`src/rtl/cv32e40p_avfs_pkg.sv`:
```
// Shared types for the FPU-domain AVFS governor: FSM encoding, register map, STATUS layout.
package cv32e40p_avfs_pkg;

  typedef enum logic [2:0] {
    ST_IDLE    = 3'd0,
    ST_MONITOR = 3'd1,
    ST_DRAIN   = 3'd2,
    ST_SWITCH  = 3'd3,
    ST_SETTLE  = 3'd4
  } avfs_state_e;

  localparam logic [7:0] REG_CTRL    = 8'h00;
  localparam logic [7:0] REG_WINDOW  = 8'h04;
  localparam logic [7:0] REG_HI_THR  = 8'h08;
  localparam logic [7:0] REG_LO_THR  = 8'h0C;
  localparam logic [7:0] REG_MAN_DIV = 8'h10;
  localparam logic [7:0] REG_STATUS  = 8'h14;

  localparam int CTRL_EN_BIT     = 0;
  localparam int CTRL_MANUAL_BIT = 1;
  localparam int LAST_CNT_W      = 12;

  // STATUS = {state[18:16], freq_sel[15:12], last_cnt[11:0]}
  function automatic logic [31:0] pack_status(input avfs_state_e st, input logic [3:0] freq,
                                              input logic [LAST_CNT_W-1:0] last);
    logic [31:0] s;
    s         = '0;
    s[18:16]  = st;
    s[15:12]  = freq;
    s[11:0]   = last;
    return s;
  endfunction

endpackage

```
`src/rtl/cv32e40p_avfs_window_cnt.sv`:
```
// Observation window and saturating activity counter; window_end/act_total are combinational
// in the last window cycle, last_cnt updates on the closing edge. Counters sit at zero while !run.
module cv32e40p_avfs_window_cnt
  import cv32e40p_avfs_pkg::*;
#(
  parameter int CNT_W = 16
) (
  input  logic                  clk,
  input  logic                  rst_n,
  input  logic                  run,
  input  logic                  activity,
  input  logic [CNT_W-1:0]      window_len,
  output logic                  window_end,
  output logic [CNT_W-1:0]      act_total,
  output logic [LAST_CNT_W-1:0] last_cnt
);

  logic [CNT_W-1:0] win_cnt;
  logic [CNT_W-1:0] act_cnt;
  logic [CNT_W-1:0] win_last;

  // A zero-length window behaves as a one-cycle window; >= tolerates WINDOW shrinking mid-window.
  assign win_last   = (window_len == '0) ? '0 : window_len - CNT_W'(1);
  assign window_end = run && (win_cnt >= win_last);
  assign act_total  = (act_cnt == '1) ? act_cnt : act_cnt + CNT_W'(activity);

  always_ff @(posedge clk or negedge rst_n) begin
    if (!rst_n) begin
      win_cnt  <= '0;
      act_cnt  <= '0;
      last_cnt <= '0;
    end else if (!run) begin
      win_cnt <= '0;
      act_cnt <= '0;
    end else if (window_end) begin
      win_cnt  <= '0;
      act_cnt  <= '0;
      last_cnt <= act_total[LAST_CNT_W-1:0];
    end else begin
      win_cnt <= win_cnt + CNT_W'(1);
      act_cnt <= act_total;
    end
  end

endmodule

```
`src/rtl/cv32e40p_avfs_governor.sv`:
```
// FPU clock-ratio governor: register file, ratio step/clamp and the drain/switch/settle FSM.
// Ratio changes hold new APU requests until the FPU is idle; freq_sel_o moves only in SWITCH.
module cv32e40p_avfs_governor
  import cv32e40p_avfs_pkg::*;
#(
  parameter int DIV_W      = 4,
  parameter int MAX_DIV    = 8,
  parameter int CNT_W      = 16,
  parameter int DEF_WINDOW = 256,
  parameter int DEF_HI_THR = 192,
  parameter int DEF_LO_THR = 32,
  parameter int SETTLE_CYC = 4
) (
  input  logic             clk_i,
  input  logic             rst_ni,
  input  logic             activity_i,
  input  logic             apu_busy_i,
  input  logic             apb_sel_i,
  input  logic             apb_we_i,
  input  logic [7:0]       apb_addr_i,
  input  logic [31:0]      apb_wdata_i,
  output logic [31:0]      apb_rdata_o,
  output logic [DIV_W-1:0] freq_sel_o,
  output logic             apu_hold_o,
  output logic             switching_o
);

  localparam int SET_W = $clog2(SETTLE_CYC + 1);

  avfs_state_e            state_q, state_d;
  logic [DIV_W-1:0]       freq_q, freq_d, target_q, target_d, auto_target, man_clamped;
  logic [SET_W-1:0]       settle_q, settle_d;
  logic                   en_q, manual_q;
  logic [CNT_W-1:0]       window_q, hi_thr_q, lo_thr_q;
  logic [DIV_W-1:0]       man_div_q;
  logic                   wr, man_wr, window_end;
  logic [CNT_W-1:0]       act_total;
  logic [LAST_CNT_W-1:0]  last_cnt;

  assign wr     = apb_sel_i && apb_we_i;
  assign man_wr = wr && (apb_addr_i == REG_MAN_DIV);

  always_comb begin
    if (apb_wdata_i == '0)                 man_clamped = DIV_W'(1);
    else if (apb_wdata_i > 32'(MAX_DIV))   man_clamped = DIV_W'(MAX_DIV);
    else                                   man_clamped = apb_wdata_i[DIV_W-1:0];
  end

  // Speed-up (smaller ratio) wins when both thresholds are met.
  always_comb begin
    if (act_total >= hi_thr_q && freq_q > DIV_W'(1))
      auto_target = freq_q - DIV_W'(1);
    else if (act_total <= lo_thr_q && freq_q < DIV_W'(MAX_DIV))
      auto_target = freq_q + DIV_W'(1);
    else
      auto_target = freq_q;
  end

  cv32e40p_avfs_window_cnt #(.CNT_W(CNT_W)) u_window_cnt (
    .clk        (clk_i),
    .rst_n      (rst_ni),
    .run        (state_q == ST_MONITOR),
    .activity   (activity_i),
    .window_len (window_q),
    .window_end (window_end),
    .act_total  (act_total),
    .last_cnt   (last_cnt)
  );

  always_comb begin
    state_d  = state_q;
    target_d = target_q;
    freq_d   = freq_q;
    settle_d = settle_q;
    case (state_q)
      ST_IDLE: if (en_q) state_d = ST_MONITOR;
      ST_MONITOR: begin
        if (!en_q) begin
          if (freq_q == DIV_W'(1)) state_d = ST_IDLE;
          else begin
            target_d = DIV_W'(1);
            state_d  = ST_DRAIN;
          end
        end else if (man_wr && man_clamped != freq_q) begin
          target_d = man_clamped;
          state_d  = ST_DRAIN;
        end else if (window_end && !manual_q && auto_target != freq_q) begin
          target_d = auto_target;
          state_d  = ST_DRAIN;
        end
      end
      ST_DRAIN: if (!apu_busy_i) state_d = ST_SWITCH;
      ST_SWITCH: begin
        if (apu_busy_i) state_d = ST_DRAIN;
        else begin
          freq_d   = target_q;
          settle_d = '0;
          state_d  = ST_SETTLE;
        end
      end
      ST_SETTLE: begin
        if (settle_q == SET_W'(SETTLE_CYC - 1)) begin
          if (en_q)                     state_d = ST_MONITOR;
          else if (freq_q == DIV_W'(1)) state_d = ST_IDLE;
          else begin
            // Disabled mid-sequence at a ratio other than 1: walk back to full speed.
            target_d = DIV_W'(1);
            state_d  = ST_DRAIN;
          end
        end else begin
          settle_d = settle_q + SET_W'(1);
        end
      end
      default: state_d = ST_IDLE;
    endcase
  end

  always_ff @(posedge clk_i or negedge rst_ni) begin
    if (!rst_ni) begin
      state_q  <= ST_IDLE;
      freq_q   <= DIV_W'(1);
      target_q <= DIV_W'(1);
      settle_q <= '0;
    end else begin
      state_q  <= state_d;
      freq_q   <= freq_d;
      target_q <= target_d;
      settle_q <= settle_d;
    end
  end

  always_ff @(posedge clk_i or negedge rst_ni) begin
    if (!rst_ni) begin
      en_q      <= 1'b0;
      manual_q  <= 1'b0;
      window_q  <= CNT_W'(DEF_WINDOW);
      hi_thr_q  <= CNT_W'(DEF_HI_THR);
      lo_thr_q  <= CNT_W'(DEF_LO_THR);
      man_div_q <= DIV_W'(1);
    end else if (wr) begin
      case (apb_addr_i)
        REG_CTRL: begin
          en_q     <= apb_wdata_i[CTRL_EN_BIT];
          manual_q <= apb_wdata_i[CTRL_MANUAL_BIT];
        end
        REG_WINDOW:  window_q  <= apb_wdata_i[CNT_W-1:0];
        REG_HI_THR:  hi_thr_q  <= apb_wdata_i[CNT_W-1:0];
        REG_LO_THR:  lo_thr_q  <= apb_wdata_i[CNT_W-1:0];
        REG_MAN_DIV: man_div_q <= man_clamped;
        default: ;
      endcase
    end
  end

  always_comb begin
    apb_rdata_o = '0;
    if (apb_sel_i && !apb_we_i) begin
      case (apb_addr_i)
        REG_CTRL:    apb_rdata_o = {30'd0, manual_q, en_q};
        REG_WINDOW:  apb_rdata_o = 32'(window_q);
        REG_HI_THR:  apb_rdata_o = 32'(hi_thr_q);
        REG_LO_THR:  apb_rdata_o = 32'(lo_thr_q);
        REG_MAN_DIV: apb_rdata_o = 32'(man_div_q);
        REG_STATUS:  apb_rdata_o = pack_status(state_q, 4'(freq_q), last_cnt);
        default:     apb_rdata_o = '0;
      endcase
    end
  end

  assign freq_sel_o  = freq_q;
  assign apu_hold_o  = (state_q == ST_DRAIN) || (state_q == ST_SWITCH) || (state_q == ST_SETTLE);
  assign switching_o = apu_hold_o;

endmodule
```
`config.mk`:
```
export PLATFORM = sky130hd
export DESIGN_NAME = cv32e40p_avfs_governor
export DESIGN_NICKNAME = d
export VERILOG_FILES = /design/src/rtl/cv32e40p_avfs_pkg.sv /design/src/rtl/cv32e40p_avfs_window_cnt.sv /design/src/rtl/cv32e40p_avfs_governor.sv
export SDC_FILE = /design/constraint.sdc
export NUM_CORES = 1
export LEC_CHECK = 0
export ABC_AREA = 1
export BUFFER_PORTS_ARGS = -buffer_cell sky130_fd_sc_hd__buf_2
export CAP_MARGIN = 20
export CORE_MARGIN = 4
export CORE_UTILIZATION = 50
export CTS_CLUSTER_DIAMETER = 40
export DETAILED_ROUTE_END_ITERATION = 10
export GPL_ROUTABILITY_DRIVEN = 0
export PLACE_DENSITY = 0.73
export SETUP_SLACK_MARGIN = 0.4
export SLEW_MARGIN = 20
export SYNTH_ARGS = -nofsm -noshare
export SYNTH_HDL_FRONTEND = slang
export SYNTH_SLANG_ARGS = --single-unit
```
`constraint.sdc`:
```
create_clock -name clk_i -period 4.1 [get_ports clk_i]
set_input_delay 0.41 -clock clk_i [delete_from_list [all_inputs] [get_ports clk_i]]
set_output_delay 0.41 -clock clk_i [all_outputs]
set_load 0.02 [all_outputs]
```
### Yosys cells after proc, flatten, opt, wreduce, memory -nomap -nowiden

Cells that the tools add are included.

* $add $sub $neg: 6
* order comparisons: 6
* equality and inequality tests: 21
* multiplexer cells: 32
* bitwise operators: 1
* reductions and logical operators: 29

Operator list (count)
* 19-bit case mux with 6 select lines: 1
* 16-bit 2-to-1 mux: 6
* 4-bit 2-to-1 mux: 10
* 16-bit greater-or-equal comparator: 2
* 32-bit by 4-bit > comparator with 1-bit output (second input constant): 1
* 32-bit logical NOT: 1
* 3-bit 2-to-1 mux: 10
* 19-bit 2-to-1 mux: 1
* 16-bit by 1-bit adder with 16-bit output: 1
* 16-bit by 1-bit adder with 16-bit output (second input constant): 1
* 16-bit == test (second input constant): 1
* 8-bit by 4-bit == test with 1-bit output (second input constant): 2
* 8-bit by 5-bit == test with 1-bit output (second input constant): 2
* 16-bit less-or-equal comparator: 1
* 16-bit logical NOT: 1
* 16-bit by 1-bit subtractor with 16-bit output (second input constant): 1
* 3-bit case mux with 5 select lines: 1
* 2-bit AND reduction: 7
* 2-bit != test (second input constant): 6
* 3-bit by 2-bit == test with 1-bit output (second input constant): 3
* 1-bit logical AND: 9
* 8-bit by 3-bit == test with 1-bit output (second input constant): 1
* 8-bit logical NOT: 1
* 4-bit != test: 2
* other kinds (19): 23

* register bits: 112
* input port bits: 46
* output and inout bits: 38

### Depth between registers and ports, before layout

Gate-level depths: netlist (run 1).

* depth in word-level cells: 12
* gate-level depth with buffers: 30
* gate-level depth less buffers: 30

### Cells and area by module

A second synthesis (run 1) with hierarchy kept.

* cells, all modules: 1081
* area, all modules: 7821.3 um^2

By module, submodules not included
* cv32e40p_avfs_governor: instances 1, cells an instance 660, area an instance 4758.3 um^2, sequential area each 1710.4 um^2
* cv32e40p_avfs_window_cnt: instances 1, cells an instance 421, area an instance 3062.9 um^2, sequential area each 1101.1 um^2

### Worst setup path before layout (run 1)

Ideal clock, no wire load.

* kind: input-to-reg
* start: input activity_i
* end: register target_q[2]
* library setup time: 0.116 ns
* data arrival time: 2.982 ns
* required time: 3.984 ns
* setup slack: 1.002 ns
* cell stages on the path: 24
* path through: ha_1 nand3_1 nor3_4 nand2_2 nor2_1 nand2_1 nor2_2 nand3_1 xor2_1 inv_1 ha_1 nand2_1 nor3_1 nand2_1 nand2_1 nand2_1 nand2_1 nand2_1 nand2_1 nand3_4 nand3_4 inv_2 nand2_1 nand2_1

* cells in the longest elaborated chain, start to end: 10
* elaborated cells on any way between the ends: 16

RTL lines
* from (decl): line cv32e40p_avfs_governor.sv:16 `input logic activity_i,`
* 16-bit by 1-bit adder with 16-bit output *: line cv32e40p_avfs_window_cnt.sv:25 `assign act_total = (act_cnt == '1) ? act_cnt : act_cnt + CNT_W'(activity);`
* 16-bit 2-to-1 mux *: line cv32e40p_avfs_window_cnt.sv:25
* 16-bit less-or-equal comparator: line cv32e40p_avfs_governor.sv:53 `else if (act_total <= lo_thr_q && freq_q < DIV_W'(MAX_DIV))`
* 1-bit logical AND: line cv32e40p_avfs_governor.sv:53
* 4-bit 2-to-1 mux: line cv32e40p_avfs_governor.sv:53
* 4-bit 2-to-1 mux *: line cv32e40p_avfs_governor.sv:51 `if (act_total >= hi_thr_q && freq_q > DIV_W'(1))`
* 4-bit != test or 4-bit 2-to-1 mux (tied branches): line cv32e40p_avfs_governor.sv:87 `end else if (window_end && !manual_q && auto_target != freq_q) begin`
* 1-bit logical AND or 4-bit 2-to-1 mux (tied branches): line cv32e40p_avfs_governor.sv:87, cv32e40p_avfs_governor.sv:84
* 4-bit != test (no line) or 4-bit 2-to-1 mux (tied branches)
* 4-bit AND reduction (no line) or 4-bit case mux with 2 select lines (tied branches)
* to (signal assigned): line cv32e40p_avfs_governor.sv:127 `target_q <= target_d;`
* to (decl): line cv32e40p_avfs_governor.sv:31 `logic [DIV_W-1:0] freq_q, freq_d, target_q, target_d, auto_target, man_clamped;`

Every way passes the cells marked *; elsewhere a longest branch is shown, timed or not. The select of a mux whose other input is x is not followed.
A chain may end at the register's enable or synchronous reset.

### Worst setup path after layout (run 1)

* start: register u_window_cnt.act_cnt[12]
* end: register target_q[2]

* cells in the longest elaborated chain, start to end: 10
* elaborated cells on any way between the ends: 17

RTL lines
* from (decl): line cv32e40p_avfs_window_cnt.sv:19 `logic [CNT_W-1:0] act_cnt;`
* from (signal assigned): line cv32e40p_avfs_window_cnt.sv:41 `act_cnt <= act_total;`
* 16-bit by 1-bit adder with 16-bit output or 16-bit == test (tied branches): line cv32e40p_avfs_window_cnt.sv:25
* 16-bit 2-to-1 mux *: line cv32e40p_avfs_window_cnt.sv:25
* 16-bit less-or-equal comparator: line cv32e40p_avfs_governor.sv:53
* 1-bit logical AND: line cv32e40p_avfs_governor.sv:53
* 4-bit 2-to-1 mux: line cv32e40p_avfs_governor.sv:53
* 4-bit 2-to-1 mux *: line cv32e40p_avfs_governor.sv:51
* 4-bit != test or 4-bit 2-to-1 mux (tied branches): line cv32e40p_avfs_governor.sv:87
* 1-bit logical AND or 4-bit 2-to-1 mux (tied branches): line cv32e40p_avfs_governor.sv:87, cv32e40p_avfs_governor.sv:84
* 4-bit != test (no line) or 4-bit 2-to-1 mux (tied branches)
* 4-bit AND reduction (no line) or 4-bit case mux with 2 select lines (tied branches)

Marks and branches as above.

==> results_dict.tcl, run 1 <==
set metrics [dict create \
    power_leakage_nw 4.32 \
    synth.top_cells.by_area "sky130_fd_sc_hd__dfrtp_1 35%, sky130_fd_sc_hd__nand2_1 13%, sky130_fd_sc_hd__ha_1 9.6%" \
    global_route.overflow_total 0 \
    cts.htree.levels 3 \
    post_synth.cell_area_avg_um2 7.36 \
    seq_cells_post_synth 112 \
    floorplan.die.height_um 131 \
    layout_commonest_cell "sky130_fd_sc_hd__nand2_1" \
    synth_top_area_cell "sky130_fd_sc_hd__dfrtp_1" \
    die_width_um 131 \
    finalMaxSlewViolations 0 \
    antenna_violating_nets_post_route 0 \
    worstPathMaxFanout 6 \
    post-route-drc-count 0 \
    setup_viol 0 \
    yosysSeqAreaShare_pct 37.1 \
    worst_ep_required_time_ns 4.35 \
    clock_tree_from_tritoncts "yes" \
    violation_count_after_the_first_detailed_route_iteration 441 \
    syn-cell-area_mm2 0.00757 \
    post_route_cells_drive_above_1_share_pct 17.3 \
    syn-instance-count 1028 \
    dr_total_vias 6996 \
    final_nets 1211 \
    worstSetupPathType "reg2reg" \
    std_cell_rows 44 \
    mostFrequentLayoutCells "245 x sky130_fd_sc_hd__nand2_1, 137 x sky130_fd_sc_hd__inv_1, 100 x sky130_fd_sc_hd__nor2_1, 100 x sky130_fd_sc_hd__dfrtp_1, 81 x sky130_fd_sc_hd__o21ai_0" \
    cap_violations 0 \
    tritoncts.num_buffers 9 \
    num_io_pins 84 \
    detail_route.wirelength_um 20200 \
    wl_per_cell_um 15.6 \
    hold_slack_ns 0.0656 \
    worst-endpoint-arrival_ns 3.77 \
    synth_enable_flop_cells 0 \
    grt_pass1_wl_um 31900 \
    critical_path.startpoint_type "flop" \
    via_per_inst 5.40 \
    grt_pass1_vias 6449 \
    ctsRootBufferMaster "sky130_fd_sc_hd__clkbuf_16" \
    ys.flop_type "sky130_fd_sc_hd__dfrtp_1" \
    synth-async-reset-ratio_pct 100 \
    insertion_delay_ns 0.36 \
    cts.reportedPaths.clkPinSlew_ns 0.07 \
    io_buffer_count 70 \
    register_area_mm2 0.00282 \
    core_region_area_mm2 0.0147 \
    ys.warnings.count 0 \
    fmax_mhz 284 \
    timing_hold_violations_final 0 \
    final.period_utilization_pct 85.8 \
    grt_max_degree 49 \
    antenna-diode-count 0 \
    final_period_minus_worst_setup_slack_ns 3.52 \
    placed_cells 1267 \
    finish.cell_count_without_fillers 1295 \
    setup_total_negative_slack_ns 0 \
    clock_sinks 112 \
    power.density_mw_per_mm2 394 \
    end_kind "flop" \
    worst_clock_skew_ns 0.0110 \
    dp_hpwl_um 15200 \
    max-slew-margin-rel_pct 28.6 \
    detailedRoute.firstPassIterationCount 5 \
    outcome "finished clean" \
    hold_path_class "in2async" \
    cts_hold_buffers 0 \
    timing_worst_slew_pin_value_ns 1.07 \
    power.ir.vdd_worst_mv 0.393 \
    dieArea_mm2 0.0172 \
    synth_cell_type_count 47 \
    cts-root-to-sink-buffers 2 \
    area_growth_pct 14.4 \
    area_of_combinational_cells_with_multiple_inputs_mm2 0.00422 \
    number_of_antenna_violations_at_the_first_check_in_global_routing 0 \
    initial_core_util_pct 51.5 \
    synth_largest_type_area_fraction_pct 34.7 \
    fillCellCount 1328 \
    grt_setup_unrepaired "false" \
    grt_usage_pct 23.6 \
]
[per-stage QoR]
stage | cell area [um^2] | utilization, % | worst slack [ns] | power (mW)
global route | 8660 | 58.9 | 0.345 | 3.64
CTS | 8380 | 57.0 | 0.430 | 3.36
global placement | 8070 | 54.9 | 0.456 | 2.41
finish | 8660 | 58.9 | 0.581 | 3.41
floorplan | 7610 | - | 1.00 | 2.14
detailed placement | 8070 | 54.9 | 0.425 | 2.43
[critical path, cell delays in order (launching register included)]
cell and delay, ns:
sky130_fd_sc_hd__dfrtp_1 0.41, sky130_fd_sc_hd__nand2_1 0.09, sky130_fd_sc_hd__inv_2 0.06, sky130_fd_sc_hd__nand3_2 0.05
sky130_fd_sc_hd__nand3b_4 0.14, sky130_fd_sc_hd__inv_4 0.04, sky130_fd_sc_hd__nor3_4 0.22, sky130_fd_sc_hd__nand2_2 0.10
sky130_fd_sc_hd__nor2_2 0.12, sky130_fd_sc_hd__nand2_2 0.09, sky130_fd_sc_hd__nor2_4 0.18, sky130_fd_sc_hd__nand3_2 0.12
sky130_fd_sc_hd__xor2_2 0.27, sky130_fd_sc_hd__inv_2 0.11, sky130_fd_sc_hd__ha_4 0.26, sky130_fd_sc_hd__a21oi_1 0.16
sky130_fd_sc_hd__o21ai_0 0.10, sky130_fd_sc_hd__nor2_1 0.13, sky130_fd_sc_hd__nand2_2 0.09, sky130_fd_sc_hd__nand2_4 0.10
sky130_fd_sc_hd__nand2_1 0.08, sky130_fd_sc_hd__nand2_2 0.10, sky130_fd_sc_hd__nand3_4 0.10, sky130_fd_sc_hd__nand3_4 0.15
sky130_fd_sc_hd__inv_4 0.04, sky130_fd_sc_hd__nand2_1 0.05, sky130_fd_sc_hd__nand2_1 0.05
[state kept, by name (all words and copies together), names as in the netlist]
signal / count
manual_q: 1
u_window_cnt.act_cnt: 16
man_div_q: 4
freq_sel_o: 4
hi_thr_q: 16
state_q: 3
target_q: 4
u_window_cnt.win_cnt: 16
u_window_cnt.last_cnt: 12
en_q: 1
lo_thr_q: 16
settle_q: 3
window_q: 16
[cell type report]
| class | count | share of cell area, % |
|---|---|---|
| Timing Repair Buffer | 92 | 5.98 |
| Clock buffer | 11 | 2.69 |
| Clock inverter | 4 | 0.809 |
| Multi-Input combinational cell | 741 | 48.7 |
| Tap cell | 184 | 2.66 |
| Sequential cell | 112 | 32.5 |
| Inverter | 151 | 6.63 |
[final timing paths]
| kind | cells after the start | slack [ns] | end | start |
|---|---|---|---|---|
| min | 1 | 0.07 | hi_thr_q[10]$_DFFE_PN0P_ | rst_ni |
| min in group clk_i | 3 | 0.32 | hi_thr_q[7]$_DFFE_PN1P_ | apb_wdata_i[7] |
| max in group asynchronous | 2 | 3.05 | hi_thr_q[7]$_DFFE_PN1P_ | rst_ni |
| min reg2reg | 2 | 0.48 | target_q[0]$_DFFE_PN1P_ | target_q[0]$_DFFE_PN1P_ |
| max reg2reg | 26 | 0.58 | target_q[2]$_DFFE_PN0P_ | u_window_cnt.act_cnt[12]$_DFF_PN0_ |
| max | 26 | 0.58 | target_q[2]$_DFFE_PN0P_ | u_window_cnt.act_cnt[12]$_DFF_PN0_ |
[routing by layer]
layer  global-route usage [%]  part of all wire (%)  vias up
met5                        0                     0        -
met4                     8.29                   2.8        0
met3                     4.47                   6.6       43
met2                     37.8                    47      244
met1                     32.3                    43     3254
li1                         -                     -     3455
[power by group]
group	internal [mW]	total [mW]	switching [mW]
Combinational	0.388	1.11	0.720
Sequential	1.25	1.37	0.121
Clock	0.531	0.931	0.400
[cell usage after synthesis (5+ instances only)]
cell and number:
sky130_fd_sc_hd__xnor2_1 6, sky130_fd_sc_hd__dfstp_2 7, sky130_fd_sc_hd__nand4_1 13, sky130_fd_sc_hd__o22ai_1 9
sky130_fd_sc_hd__ha_1 58, sky130_fd_sc_hd__dfrtp_1 105, sky130_fd_sc_hd__buf_4 14, sky130_fd_sc_hd__a21oi_1 38
sky130_fd_sc_hd__a221oi_1 13, sky130_fd_sc_hd__inv_2 10, sky130_fd_sc_hd__nor2_1 108, sky130_fd_sc_hd__o21ai_0 82
sky130_fd_sc_hd__clkbuf_1 18, sky130_fd_sc_hd__a31oi_1 5, sky130_fd_sc_hd__xor2_1 17, sky130_fd_sc_hd__nor3_1 18
sky130_fd_sc_hd__or2_2 6, sky130_fd_sc_hd__nand3_1 53, sky130_fd_sc_hd__nand2_1 257, sky130_fd_sc_hd__inv_1 141
[repair_timing]
item	in CTS	in global routing
setup buffers	0	13
gates resized for setup	0	52
endpoints found under the hold margin	0	0
endpoints found under the setup margin	0	19
[kinds of logic after synthesis]
logic type | synth area share [%]
other cells | 0.0495
xor+xnor | 2.88
buf+inv | 10.0
compound gates | 12.1
simple gates | 28.2
flops | 37.1
fa+ha+maj | 9.59
(Power assumes the default switching activity.)
==> run 2, diff against run 1 <==
Settings changed: CORE_ASPECT_RATIO set to 0.9.
==> results_dict.tcl, run 2 (synthesized netlist as in run 1, its figures left out) <==
set metrics [dict create \
    die_width_um 138 \
    floorplan.die.height_um 125 \
    cts-root-to-sink-buffers 2 \
    cell_internal_pwr_mw 2.12 \
    grt_pass1_vias 6405 \
    placed_cells 1282 \
    worst_reg2reg_setup_slack_ns 0.68 \
    r2r_cells 28 \
    io_buffer_count 70 \
    worst_path_most_repeated_cell "sky130_fd_sc_hd__nand2_1" \
    std_cell_rows 42 \
    post_route_cells_drive_above_1_share_pct 17.8 \
    finish.utilization_pct 58.9 \
    critical_path.startpoint_type "flop" \
    area_growth_pct 15.0 \
    finalMaxSlewViolations 0 \
    grt_most_used_layer "met2" \
    worst_ep_required_time_ns 4.36 \
    global_route.overflow_total 0 \
    switchingPower_mw 1.30 \
    hold_path_class "in2async" \
    cts_hold_buffers 0 \
    worstSetupPathType "reg2reg" \
    cts.htree.levels 3 \
    crit_family "simple AND/OR/NAND/NOR gates" \
    outcome "finished clean" \
    cp_num_buf_inv 4 \
    fillCellCount 1359 \
    grt_util_met2_pct 35.1 \
    dp_hpwl_um 15000 \
    timing_hold_violations_final 0 \
    power.total_mw 3.42 \
    placement.cell_area_mm2 0.00810 \
    grt_pass1_wl_um 31400 \
    cts.reportedPaths.clkPinSlew_ns 0.07 \
    grt_setup_unrepaired "false" \
    dr_total_vias 7007 \
    max-slew-margin-rel_pct 36.3 \
    cap_violations 0 \
    detail_route.wirelength_um 19500 \
    power.share.sequential_pct 40.1 \
    num_io_pins 84 \
    grt_use_met1_pct 33.1 \
    worst_clock_skew_ns 0.0104 \
    power.ir.vdd_worst_mv 0.209 \
    timing_worst_slew_pin_value_ns 0.952 \
    layout_commonest_cell "sky130_fd_sc_hd__nand2_1" \
    grt_usage_pct 22.9 \
    power.density_mw_per_mm2 393 \
    worst-endpoint-arrival_ns 3.68 \
    clock_sinks 112 \
    fmax_mhz 292 \
    grt_max_degree 58 \
    dieArea_mm2 0.0172 \
    regToRegEndpoint "target_q[2]$_DFFE_PN0P_" \
    setup_total_negative_slack_ns 0 \
    insertion_delay_ns 0.37 \
    post-route-drc-count 0 \
    setup_viol 0 \
    final.period_utilization_pct 83.4 \
    final_period_minus_worst_setup_slack_ns 3.42 \
    worstReg2RegStart "u_window_cnt.act_cnt[11]$_DFF_PN0_" \
    final_nets 1210 \
    timing.critical_path.slowest_cell_delay_ns 0.39 \
    antenna-diode-count 0 \
    via_per_inst 5.35 \
    slowest_stage "sky130_fd_sc_hd__dfrtp_1" \
    number_of_antenna_violations_at_the_first_check_in_global_routing 0 \
    netSwitchingFraction_pct 37.9 \
    ctsRootBufferMaster "sky130_fd_sc_hd__clkbuf_16" \
    finish.cell_count_without_fillers 1309 \
    tritoncts.num_buffers 9 \
    initial_core_util_pct 51.3 \
    detailedRoute.firstPassIterationCount 5 \
    mostFrequentLayoutCells "245 x sky130_fd_sc_hd__nand2_1, 135 x sky130_fd_sc_hd__inv_1, 101 x sky130_fd_sc_hd__nor2_1, 101 x sky130_fd_sc_hd__dfrtp_1, 81 x sky130_fd_sc_hd__o21ai_0" \
    antenna_violating_nets_post_route 0 \
    met3_usage_pct 4.08 \
    clkPwrFrac_pct 26.7 \
    end_kind "flop" \
    final_instance_area_mm2 0.00870 \
    power_frac_comb_pct 33.2 \
    power_leakage_nw 4.30 \
    core_region_area_mm2 0.0148 \
    worstPathMaxFanout 6 \
    wl_per_cell_um 14.9 \
    violation_count_after_the_first_detailed_route_iteration 494 \
    clock_tree_from_tritoncts "yes" \
]
run 2: per-layer routing:
| layer | part of all wire, % | wire length (um) |
|---|---|---|
| met2 | 45 | 8870 |
| met5 | 0 | 0 |
| met4 | 2.3 | 455 |
| met1 | 46 | 9020 |
| met3 | 5.9 | 1140 |
run 2: through the flow:
stage,hold slack (ns),worst slack [ns]
after CTS,0.124,0.473
after global routing,0.152,0.272
final,0.0959,0.679
after global placement,0.463,0.479
after floorplan,0.114,1.00
after detailed placement,0.466,0.420
run 2: repair_timing:
item,CTS,global route
setup buffers,0,11
endpoints found under the setup margin,1,50
gates resized for setup,1,57
gates cloned,0,0
pin swaps,0,26
run 2: layout make-up:
type / instances / area [um^2] / area share [%]
Inverter: 151 / 567 / 6.51
Timing Repair Buffer: 91 / 510 / 5.87
Tap cell: 198 / 248 / 2.85
Multi-Input combinational cell: 741 / 4260 / 49.0
Sequential cell: 112 / 2820 / 32.4
Clock inverter: 5 / 57.6 / 0.661
Clock buffer: 11 / 243 / 2.79
run 2: power by group through the flow:
stage	sequential (mW)	combinational (mW)	clock, mW
after detailed placement	1.39	1.06	0
after CTS	1.37	1.07	0.923
final	1.37	1.14	0.914
after floorplan	1.36	0.775	0
after global routing	1.39	1.29	0.970
after global placement	1.38	1.04	0
run 2: worst max-delay path by stage:
stage,end,cells past startpoint,from,slack [ns]
2_1_floorplan,target_q[2]$_DFFE_PN0P_,24,activity_i,1.00
3_3_place_gp,state_q[1]$_DFFE_PN0P_,29,window_q[2]$_DFFE_PN0P_,0.48
5_1_grt,target_q[3]$_DFFE_PN0P_,29,u_window_cnt.act_cnt[11]$_DFF_PN0_,0.27
4_1_cts,state_q[0]$_DFFE_PN0P_,29,window_q[2]$_DFFE_PN0P_,0.47
3_5_place_dp,state_q[0]$_DFFE_PN0P_,29,window_q[2]$_DFFE_PN0P_,0.42
6_report,target_q[2]$_DFFE_PN0P_,28,u_window_cnt.act_cnt[11]$_DFF_PN0_,0.68
==> run 3, diff against run 2 <==
Settings changed: PLACE_DENSITY 0.73 to 0.75.
Clock period 4.1 ns to 3.1 ns, I/O delays scaled along.
==> results_dict.tcl, run 3 (synthesized netlist as in run 1, its figures left out) <==
set metrics [dict create \
    fillCellCount 1170 \
    insertion_delay_ns 0.36 \
    grt_max_degree 64 \
    die_width_um 138 \
    cts.reportedPaths.clkPinSlew_ns 0.07 \
    wl_per_cell_um 15.6 \
    std_cell_rows 42 \
    io_buffer_count 70 \
    timing.critical_path.slowest_cell_delay_ns 0.39 \
    worstReg2RegStart "window_q[3]$_DFFE_PN0P_" \
    violation_count_after_the_first_detailed_route_iteration 448 \
    worst_reg2reg_setup_slack_ns -0.24 \
    fmax_mhz 299 \
    max-slew-margin-rel_pct 34.4 \
    detailedRoute.firstPassIterationCount 5 \
    grt_usage_pct 25.3 \
    post_route_cells_drive_above_1_share_pct 29.8 \
    worst_ep_required_time_ns 3.40 \
    end_kind "flop" \
    initial_core_util_pct 51.3 \
    final.period_utilization_pct 108 \
    ctsRootBufferMaster "sky130_fd_sc_hd__clkbuf_16" \
    worst_path_most_repeated_cell "sky130_fd_sc_hd__inv_2" \
    via_per_inst 5.32 \
    cts.htree.levels 3 \
    dieArea_mm2 0.0172 \
    final_instance_area_mm2 0.00992 \
    detailedPlace.worstSlack_ns -0.222 \
    dp_hpwl_um 15400 \
    layout_commonest_cell "sky130_fd_sc_hd__nand2_1" \
    final_nets 1287 \
    cts-root-to-sink-buffers 2 \
    failing_checks "setup timing" \
    number_of_antenna_violations_at_the_first_check_in_global_routing 0 \
    worstSetupPathType "reg2reg" \
    num_io_pins 84 \
    setup_total_negative_slack_ns -6.54 \
    placement.cell_area_mm2 0.00864 \
    r2r_cells 29 \
    final_period_minus_worst_setup_slack_ns 3.34 \
    timing_hold_violations_final 0 \
    power.density_mw_per_mm2 517 \
    fin_ws_ns -0.244 \
    regToRegEndpoint "target_q[2]$_DFFE_PN0P_" \
    power_leakage_nw 4.90 \
    clock_tree_from_tritoncts "yes" \
    area_growth_pct 31.0 \
    antenna_violating_nets_post_route 0 \
    setup_viol 50 \
    grt_setup_unrepaired "true" \
    dr_total_vias 7369 \
    cts_hold_buffers 0 \
    core_region_area_mm2 0.0148 \
    detail_route.wirelength_um 21600 \
    power.ir.vdd_worst_mv 0.349 \
    worst_clock_skew_ns 0.00697 \
    floorplan.die.height_um 125 \
    grt_pass1_wl_um 34900 \
    post-route-drc-count 0 \
    hold_path_class "in2async" \
    timing_worst_slew_pin_value_ns 0.981 \
    slowest_stage "sky130_fd_sc_hd__dfrtp_1" \
    tritoncts.num_buffers 9 \
    outcome "complete, but fails checks" \
    clock_sinks 112 \
    worstPathMaxFanout 6 \
    cap_violations 0 \
    global_route.overflow_total 0 \
    critical_path.startpoint_type "flop" \
    mostFrequentLayoutCells "224 x sky130_fd_sc_hd__nand2_1, 130 x sky130_fd_sc_hd__inv_1, 105 x sky130_fd_sc_hd__dfrtp_1" \
    antenna-diode-count 0 \
    power.total_mw 5.13 \
    finalMaxSlewViolations 0 \
    grt_pass1_vias 7094 \
    worst-endpoint-arrival_ns 3.64 \
    finish.utilization_pct 67.2 \
]
[run 3: cell count changes in the layout (fill, tap and decap cells not counted), sizes merged]
cell / delta
buf: +76
bufinv: -1
clkbuf: +2
clkinv: +1
clkinvlp: -1
[run 3: worst max path at each step]
stage                                           start                      end  slack (ns)
floorplan           u_window_cnt.act_cnt[4]$_DFF_PN0_  target_q[2]$_DFFE_PN0P_        0.12
global placement    u_window_cnt.act_cnt[0]$_DFF_PN0_  target_q[3]$_DFFE_PN0P_       -0.12
detailed placement  u_window_cnt.act_cnt[0]$_DFF_PN0_   state_q[0]$_DFFE_PN0P_       -0.22
CTS                 u_window_cnt.act_cnt[0]$_DFF_PN0_  target_q[1]$_DFFE_PN0P_       -0.19
global route                  window_q[3]$_DFFE_PN0P_  target_q[2]$_DFFE_PN0P_       -0.52
finish                        window_q[3]$_DFFE_PN0P_  target_q[2]$_DFFE_PN0P_       -0.24
[run 3: power breakdown]
part           switching, mW  total [mW]  internal (mW)
combinational           1.23        2.12          0.895
clock                  0.548        1.18          0.636
sequential             0.176        1.82           1.65
total                   1.95        5.13           3.18
[run 3: timing repair]
action	4_1_cts	5_1_grt
setup buffers	20	8
gates cloned	4	0
gates resized for setup	105	67
pin swaps	39	35
endpoints found under the setup margin	50	50
[run 3: stage by stage]
| step | cells | hold WS, ns |
|---|---|---|
| floorplan | 1040 | 0.0144 |
| global placement | 1338 | 0.444 |
| detailed placement | 1338 | 0.445 |
| CTS | 1378 | 0.0589 |
| global route | 1386 | 0.0842 |
| finish | 1386 | 0.0367 |
[run 3: critical path: cells and delay by family, from the launching register on]
kind                       cells  cell delay [ns]
xor gates and xnor gates       1             0.14
DFF                            1             0.39
adders and majority gates      1             0.29
and+or+nand+nor               21             2.05
buffers and inverters          6             0.41
[run 3: final cells by class]
cell class                      instances  area (um^2)  share of cell area (%)
Inverter                              151          586                    5.90
Timing Repair Buffer                  167         1250                    12.6
Multi-Input combinational cell        741         4710                    47.4
Clock buffer                           13          280                    2.83
Clock inverter                          3         23.8                   0.240
Sequential cell                       112         2810                    28.3
Timing Repair inverter                  1         16.3                   0.164
Tap cell                              198          248                    2.50
[run 3: metal layers]
layer  wire (um)  global-route usage (%)  part of all wire (%)  vias up
met2       10300                    39.8                    48      258
met4         549                    7.61                   2.5        0
met5           0                       0                     0        -
met1        9330                    34.8                    43     3453
li1            -                       -                     -     3618
met3        1450                    5.65                   6.7       40
